`src/rtl/mem_arb_pkg.sv`:
```
// Shared types and constants for the two-port memory arbiter.
package mem_arb_pkg;

    localparam int XLEN    = 32;
    localparam int WMASK_W = 8;

    localparam logic PORT_IFU = 1'b0;
    localparam logic PORT_LSU = 1'b1;

    typedef enum logic [1:0] {
        IDLE,
        ACCESS,
        WAIT,
        RESP
    } arb_state_t;

endpackage

```
`src/rtl/mem_arb_if.sv`:
```
// One requester channel: valid/ready request plus valid/ready response.
interface mem_arb_if;
    import mem_arb_pkg::*;

    logic               req_valid;
    logic               req_ready;
    logic [XLEN-1:0]    req_addr;
    logic               req_wen;
    logic [XLEN-1:0]    req_wdata;
    logic [WMASK_W-1:0] req_wmask;
    logic               rsp_valid;
    logic               rsp_ready;
    logic [XLEN-1:0]    rsp_rdata;

    modport master (
        output req_valid, req_addr, req_wen, req_wdata, req_wmask, rsp_ready,
        input  req_ready, rsp_valid, rsp_rdata
    );

    modport slave (
        input  req_valid, req_addr, req_wen, req_wdata, req_wmask, rsp_ready,
        output req_ready, rsp_valid, rsp_rdata
    );

endinterface

```
`src/rtl/mem_arb_rr.sv`:
```
// Combinational 2-way grant; the last-grant state lives in the parent.
module mem_arb_rr
    import mem_arb_pkg::*;
#(
    parameter int RR = 1
) (
    input  logic [1:0] req,
    input  logic       last_grant,
    output logic [1:0] grant
);

    // On a tie, round-robin favours the port that lost last time; fixed mode favours the LSU.
    always_comb begin
        grant = req;
        if (req == 2'b11) begin
            if ((RR != 0) && (last_grant == PORT_LSU)) begin
                grant = 2'b01;
            end else begin
                grant = 2'b10;
            end
        end
    end

endmodule

```
`src/rtl/mem_arbiter.sv`:
```
// Shares one memory controller between IFU (port 0) and LSU (port 1), one transaction at a time.
module mem_arbiter
    import mem_arb_pkg::*;
#(
    parameter int DELAY = 0,
    parameter int RR    = 1
) (
    input  logic               clk,
    input  logic               rst_n,
    mem_arb_if.slave           m0,
    mem_arb_if.slave           m1,
    output logic               mem_valid,
    output logic               mem_wen,
    output logic [XLEN-1:0]    mem_raddr,
    output logic [XLEN-1:0]    mem_waddr,
    output logic [XLEN-1:0]    mem_wdata,
    output logic [WMASK_W-1:0] mem_wmask,
    input  logic [XLEN-1:0]    mem_rdata
);

    localparam logic [3:0] WAIT_LAST = 4'(DELAY - 1);

    arb_state_t         state;
    logic [3:0]         wait_cnt;
    logic               last_grant;
    logic               owner;
    logic               rsp_valid_q;
    logic [XLEN-1:0]    addr_q;
    logic [XLEN-1:0]    wdata_q;
    logic [XLEN-1:0]    rdata_q;
    logic [WMASK_W-1:0] wmask_q;

    logic [1:0]         req;
    logic [1:0]         grant;
    logic               handshake;
    logic               sel_id;
    logic               sel_rsp_ready;

    assign req = {m1.req_valid, m0.req_valid};

    mem_arb_rr #(.RR(RR)) u_rr (
        .req        (req),
        .last_grant (last_grant),
        .grant      (grant)
    );

    // Ready is gated by reset so a held request cannot see ready while reset is asserted.
    assign handshake    = rst_n && (state == IDLE) && (grant != 2'b00);
    assign m0.req_ready = handshake && grant[0];
    assign m1.req_ready = handshake && grant[1];
    assign sel_id       = grant[1];

    assign m0.rsp_valid = rsp_valid_q && (owner == PORT_IFU);
    assign m1.rsp_valid = rsp_valid_q && (owner == PORT_LSU);
    assign m0.rsp_rdata = rdata_q;
    assign m1.rsp_rdata = rdata_q;
    assign sel_rsp_ready = (owner == PORT_LSU) ? m1.rsp_ready : m0.rsp_ready;

    assign mem_raddr = addr_q;
    assign mem_waddr = addr_q;
    assign mem_wdata = wdata_q;
    assign mem_wmask = wmask_q;

    // Sequencer: one access pulse per transaction, optional wait, then hold the response.
    always_ff @(posedge clk or negedge rst_n) begin
        if (!rst_n) begin
            state       <= IDLE;
            wait_cnt    <= 4'd0;
            last_grant  <= PORT_LSU;
            owner       <= PORT_IFU;
            rsp_valid_q <= 1'b0;
            mem_valid   <= 1'b0;
            mem_wen     <= 1'b0;
            addr_q      <= '0;
            wdata_q     <= '0;
            rdata_q     <= '0;
            wmask_q     <= '0;
        end else begin
            case (state)
                IDLE: begin
                    if (handshake) begin
                        addr_q     <= sel_id ? m1.req_addr  : m0.req_addr;
                        wdata_q    <= sel_id ? m1.req_wdata : m0.req_wdata;
                        wmask_q    <= sel_id ? m1.req_wmask : m0.req_wmask;
                        mem_wen    <= sel_id ? m1.req_wen   : m0.req_wen;
                        mem_valid  <= 1'b1;
                        owner      <= sel_id;
                        last_grant <= sel_id;
                        state      <= ACCESS;
                    end
                end
                ACCESS: begin
                    mem_valid <= 1'b0;
                    mem_wen   <= 1'b0;
                    rdata_q   <= mem_rdata;
                    wait_cnt  <= 4'd0;
                    if (DELAY > 0) begin
                        state <= WAIT;
                    end else begin
                        state       <= RESP;
                        rsp_valid_q <= 1'b1;
                    end
                end
                WAIT: begin
                    if (wait_cnt == WAIT_LAST) begin
                        wait_cnt    <= 4'd0;
                        state       <= RESP;
                        rsp_valid_q <= 1'b1;
                    end else begin
                        wait_cnt <= wait_cnt + 4'd1;
                    end
                end
                RESP: begin
                    if (sel_rsp_ready) begin
                        rsp_valid_q <= 1'b0;
                        state       <= IDLE;
                    end
                end
                default: state <= IDLE;
            endcase
        end
    end

endmodule

```
`src/flat_wrapper.sv`:
```
// flat-port wrapper written by rule: the top's interface ports become plain ports
module mem_arbiter_flat import mem_arb_pkg::*;
#(
    parameter int DELAY = 0,
    parameter int RR    = 1
)
  (clk, rst_n, mem_valid, mem_wen, mem_raddr, mem_waddr, mem_wdata, mem_wmask, mem_rdata, m0_req_valid, m0_req_addr, m0_req_wen, m0_req_wdata, m0_req_wmask, m0_rsp_ready, m0_req_ready, m0_rsp_valid, m0_rsp_rdata, m1_req_valid, m1_req_addr, m1_req_wen, m1_req_wdata, m1_req_wmask, m1_rsp_ready, m1_req_ready, m1_rsp_valid, m1_rsp_rdata);
  mem_arb_if m0_i ();
  mem_arb_if m1_i ();
  input  logic clk;
  input  logic rst_n;
  output logic mem_valid;
  output logic mem_wen;
  output logic [XLEN-1:0] mem_raddr;
  output logic [XLEN-1:0] mem_waddr;
  output logic [XLEN-1:0] mem_wdata;
  output logic [WMASK_W-1:0] mem_wmask;
  input  logic [XLEN-1:0] mem_rdata;
  input wire logic [$bits(m0_i.req_valid)-1:0] m0_req_valid;
  input wire logic [$bits(m0_i.req_addr)-1:0] m0_req_addr;
  input wire logic [$bits(m0_i.req_wen)-1:0] m0_req_wen;
  input wire logic [$bits(m0_i.req_wdata)-1:0] m0_req_wdata;
  input wire logic [$bits(m0_i.req_wmask)-1:0] m0_req_wmask;
  input wire logic [$bits(m0_i.rsp_ready)-1:0] m0_rsp_ready;
  output wire logic [$bits(m0_i.req_ready)-1:0] m0_req_ready;
  output wire logic [$bits(m0_i.rsp_valid)-1:0] m0_rsp_valid;
  output wire logic [$bits(m0_i.rsp_rdata)-1:0] m0_rsp_rdata;
  input wire logic [$bits(m1_i.req_valid)-1:0] m1_req_valid;
  input wire logic [$bits(m1_i.req_addr)-1:0] m1_req_addr;
  input wire logic [$bits(m1_i.req_wen)-1:0] m1_req_wen;
  input wire logic [$bits(m1_i.req_wdata)-1:0] m1_req_wdata;
  input wire logic [$bits(m1_i.req_wmask)-1:0] m1_req_wmask;
  input wire logic [$bits(m1_i.rsp_ready)-1:0] m1_rsp_ready;
  output wire logic [$bits(m1_i.req_ready)-1:0] m1_req_ready;
  output wire logic [$bits(m1_i.rsp_valid)-1:0] m1_rsp_valid;
  output wire logic [$bits(m1_i.rsp_rdata)-1:0] m1_rsp_rdata;
  assign m0_i.req_valid = m0_req_valid;
  assign m0_i.req_addr = m0_req_addr;
  assign m0_i.req_wen = m0_req_wen;
  assign m0_i.req_wdata = m0_req_wdata;
  assign m0_i.req_wmask = m0_req_wmask;
  assign m0_i.rsp_ready = m0_rsp_ready;
  assign m0_req_ready = m0_i.req_ready;
  assign m0_rsp_valid = m0_i.rsp_valid;
  assign m0_rsp_rdata = m0_i.rsp_rdata;
  assign m1_i.req_valid = m1_req_valid;
  assign m1_i.req_addr = m1_req_addr;
  assign m1_i.req_wen = m1_req_wen;
  assign m1_i.req_wdata = m1_req_wdata;
  assign m1_i.req_wmask = m1_req_wmask;
  assign m1_i.rsp_ready = m1_rsp_ready;
  assign m1_req_ready = m1_i.req_ready;
  assign m1_rsp_valid = m1_i.rsp_valid;
  assign m1_rsp_rdata = m1_i.rsp_rdata;
  mem_arbiter #(.DELAY(DELAY), .RR(RR)) u_core (.clk(clk), .rst_n(rst_n), .m0(m0_i), .m1(m1_i), .mem_valid(mem_valid), .mem_wen(mem_wen), .mem_raddr(mem_raddr), .mem_waddr(mem_waddr), .mem_wdata(mem_wdata), .mem_wmask(mem_wmask), .mem_rdata(mem_rdata));
endmodule
```
`config.mk`:
```
export PLATFORM = sky130hd
export DESIGN_NAME = mem_arbiter_flat
export DESIGN_NICKNAME = d
export VERILOG_FILES = /design/src/rtl/mem_arb_pkg.sv /design/src/rtl/mem_arb_if.sv /design/src/rtl/mem_arb_rr.sv /design/src/rtl/mem_arbiter.sv /design/src/flat_wrapper.sv
export SDC_FILE = /design/constraint.sdc
export NUM_CORES = 1
export LEC_CHECK = 0
export ABC_CLOCK_PERIOD_IN_PS = 1600
export CAP_MARGIN = 40
export CORE_AREA = 2 2 140 142
export CTS_BUF_LIST = sky130_fd_sc_hd__clkbuf_2
export CTS_CLUSTER_DIAMETER = 60
export CTS_CLUSTER_SIZE = 20
export DETAILED_ROUTE_END_ITERATION = 10
export DIE_AREA = 0 0 142 144
export GPL_TIMING_DRIVEN = 0
export PLACE_DENSITY = 0.7
export SYNTH_ARGS = -nofsm -noshare
export SYNTH_HDL_FRONTEND = slang
export SYNTH_HIERARCHICAL = 1
export SYNTH_SLANG_ARGS = --single-unit
```
`constraint.sdc`:
```
create_clock -name clk -period 1.6 [get_ports clk]
set_input_delay 0.32 -clock clk [delete_from_list [all_inputs] [get_ports clk]]
set_output_delay 0.32 -clock clk [all_outputs]
set_load 0.05 [all_outputs]
```
==> key figures <==
Clocking
  – CTS max path bufs: 2
  – CTS tree: done
  – Worst-path clk slew: 0.18 ns
  – Clk_lat worst skew: 0.64 ns
  – Sink Count: 115
  – CTS H-tree lvls: 4
  – CTS Buf Count: 17
  – Root Driver: clkbuf_2

Power
  – VDD IR max: 1.14 mV
  – Pwr dens: 2410 nW/um2
  – Sw Share: 0.514
  – Clock Power Share: 0.066
  – Seq pwr share: 0.220
  – Net Sw Power: 12.9 mW
  – P_int: 12.2 mW
  – P_leak: 4.96 nW
  – Power share of the combinational group: 0.715

Global route
  – Global Route Usage Sum: 0.182
  – Remaining Overflow, GRT: 0
  – Initial antenna violation count: 1
  – Number of global-route vias before repair: 5,069
  – First-pass GRT wire length: 28,200 um
  – Largest net degree at the start of global routing: 63

Worst setup path
  – FF-to-FF setup slack: -0.37 ns
  – Crit Path Class: reg -> out
  – Required time of the worst setup path: 1.28 ns
  – Max incr delay on CP: 0.60 ns
  – Worst Path Max Fanout: 3
  – Crit end category: output pin
  – Slowest cell on crit path: dfstp_2
  – CP startpoint kind: register
  – Worst path depth: 6
  – Critical Path Start: u_core/last_grant
  – Worst Setup EP: m1_req_ready
  – CP Cell Sequence: a21boi_4 > buf_6 > buf_12 > nand3_4 > clkinvlp_4 > buf_8
  – End of the worst register-to-register path: u_core/mem_wdata[18]
  – Worst Path Arrival: 1.82 ns
  – Critical path's top delay family: flip-flops
  – Reg2Reg Launch Point: u_core/last_grant
  – Register-to-Register Path Depth: 9
  – WP buf/inv: 4

Timing
  – Setup ws final: -0.544 ns
  – Rel. slew slack: 0.619
  – Fin crit share: 1.34
  – Tmin final: 2.14 ns
  – Final setup fails: 148
  – F_max: 0.467 GHz
  – Slew of the pin with the lowest slew margin: 0.571 ns
  – RSZ-0062 raised after global routing: true
  – Clock skew: 0.0268 ns
  – TNS Setup: -25.69 ns
  – Final Hold Viols: 57
  – Max Slew Vio Count: 0
  – Worst hold slack: -0.393 ns

Yosys
  – Distinct cells, synth: 31
  – Synth area leaders: dfrtp_1, mux2i_1, buf_4
  – Synth area leader: dfrtp_1
  – Post-Synthesis Cells: 512
  – Yosys reg bits: 115
  – Cell Area, Synth: 5640 um2
  – Syn nets: 702
  – Sequential share of the synthesized area: 0.511
  – Ys Warns: 6
  – Top-area cell type share of the netlist area: 0.506
  – Synthesized area per cell: 11.0 um2

Drt
  – Vias: 5,164
  – Initial drt markers: 168
  – Wire per inst: 16.3 um
  – Antenna-violating nets left: 0
  – Final wirelength: 19,100 um
  – Routed vias/inst: 4.42
  – Drt drc: 0
  – Drt pass-1 iters: 4

Final layout
  – Finished Layout Cells: 1,169
  – Area growth, synth to finish: 84.9%
  – Layout Nets: 1,107
  – Layout cells sized above 1: 0.398

Floorplanning
  – Total core area: 19,100 um2
  – Vert. Die Dim: 144 um
  – FP Rows: 51
  – Die ar.: 20,400 um2
  – Die Wd: 142 um
  – Initial Utilization: 0.295
  – Boundary Pins: 358

Run status
  – Status: complete, but fails checks
  – Failing checks: negative hold slack, negative setup slack

Place
  – Dpl cells: 1,108
  – Final HPWL from detailed placement: 14,500 um
  – GP Congestion: 0.750
  – PortBufs: 357

Worst hold path
  – HP Class: in -> async

Job
  – Max-cap viol count: 0
[layout by cell type, fill, tap and decap left out, types with 2 or more instances in the layout]
cell type,n
clkdlybuf4s50_1,182
buf_6,178
dfrtp_1,113
buf_4,85
nand2_1,77
mux2i_1,76
o21ai_1,48
mux2_2,33
o21ai_0,30
clkbuf_2,24
buf_8,24
nand3_1,7
clkinv_2,6
ha_1,6
inv_1,5
clkinvlp_4,4
clkinv_1,3
clkbuf_4,3
inv_2,2
nor2b_1,2
[stage by stage]
step / cell area (um2) / power [mW] / util / setup WS [ns]
floorplan: 5650 / 16.1 / - / 0.0117
global placement: 9520 / 21.4 / 0.499 / -5.19
detailed placement: 9550 / 21.6 / 0.501 / -1.35
CTS: 10300 / 25.1 / 0.542 / -0.633
global route: 10400 / 26.3 / 0.546 / -0.728
finish: 10400 / 25.1 / 0.546 / -0.544
[flip-flops by register name (all words and copies together) (netlist names)]
signal	cells
u_core/last_grant	1
u_core/m0.rsp_rdata	32
u_core/mem_raddr	32
u_core/mem_valid	1
u_core/mem_wdata	32
u_core/mem_wen	1
u_core/mem_wmask	8
u_core/owner	1
u_core/rsp_valid_q	1
u_core/state	2
u_core/wait_cnt	4
[worst min path at each step]
stage                          from                 endpoint  slack, ns  cells after the start
2_1_floorplan                 rst_n   u_core/m0.rsp_rdata[0]       0.02                      0
3_3_place_gp   u_core/mem_wdata[25]     u_core/mem_wdata[25]       0.46                      2
3_5_place_dp                  rst_n  u_core/m0.rsp_rdata[30]       0.33                      1
4_1_cts                       rst_n  u_core/m0.rsp_rdata[30]      -0.46                      1
5_1_grt                       rst_n  u_core/m0.rsp_rdata[30]      -0.49                      1
6_report                      rst_n  u_core/m0.rsp_rdata[30]      -0.39                      1
[cells in the mapped netlist]
| cell | number |
|---|---|
| a211o_1 | 1 |
| a211oi_1 | 1 |
| a21boi_0 | 1 |
| a21boi_1 | 1 |
| a21o_1 | 1 |
| a21oi_1 | 1 |
| a221o_1 | 1 |
| a221oi_1 | 1 |
| a222oi_1 | 1 |
| a31oi_1 | 1 |
| and2_1 | 1 |
| buf_2 | 9 |
| buf_4 | 72 |
| buf_6 | 4 |
| clkbuf_1 | 6 |
| clkbuf_2 | 2 |
| clkbuf_4 | 1 |
| dfrtp_1 | 114 |
| dfstp_2 | 1 |
| ha_1 | 6 |
| inv_1 | 8 |
| mux2_2 | 33 |
| mux2i_1 | 76 |
| nand2_1 | 77 |
| nand2b_1 | 1 |
| nand3_1 | 8 |
| nor2b_1 | 3 |
| o211ai_2 | 1 |
| o21ai_0 | 30 |
| o21ai_1 | 48 |
| o22ai_1 | 1 |
[cell type report]
| class | count | area, um2 |
|---|---|---|
| sequential | 115 | 2880 |
| tap | 238 | 298 |
| clock buffer | 19 | 95.1 |
| clock inverter | 13 | 93.8 |
| buffer | 80 | 649 |
| multi-input combinational | 295 | 2090 |
| fill | 1686 | 8660 |
| inverter | 8 | 33.8 |
| antenna | 1 | 2.50 |
| timing repair buffer | 400 | 4270 |
[logic make-up after synthesis]
family,after synthesis,synth area share
flops,115,0.511
mux,109,0.201
buf+inv,102,0.124
compound gates,90,0.0866
simple gates,90,0.0639
fa+ha+maj,6,0.0133
[routing by layer]
| metal | GRT usage | vias up | part of all wire |
|---|---|---|---|
| li1 | - | 2502 | - |
| met1 | 0.222 | 2435 | 0.40 |
| met2 | 0.313 | 210 | 0.52 |
| met3 | 0.0536 | 17 | 0.066 |
| met4 | 0.0495 | 0 | 0.016 |
| met5 | 0 | - | 0 |
[what timing repair did]
item,4_1_cts,5_1_grt
buffers inserted,39,3
hold endpoints to repair,57,57
pin swaps,2,1
setup endpoints to repair,277,250
resized for setup,1275,18
[power groups by stage]
stage          sequential [mW]  clock [mW]  combinational, mW
6_report                  5.51        1.64               17.9
5_1_grt                   5.69        1.91               18.7
4_1_cts                   5.50        1.75               17.9
3_5_place_dp              5.33           0               16.3
3_3_place_gp              5.29           0               16.1
2_1_floorplan             9.60           0               6.46
(Power assumes the default switching activity.)
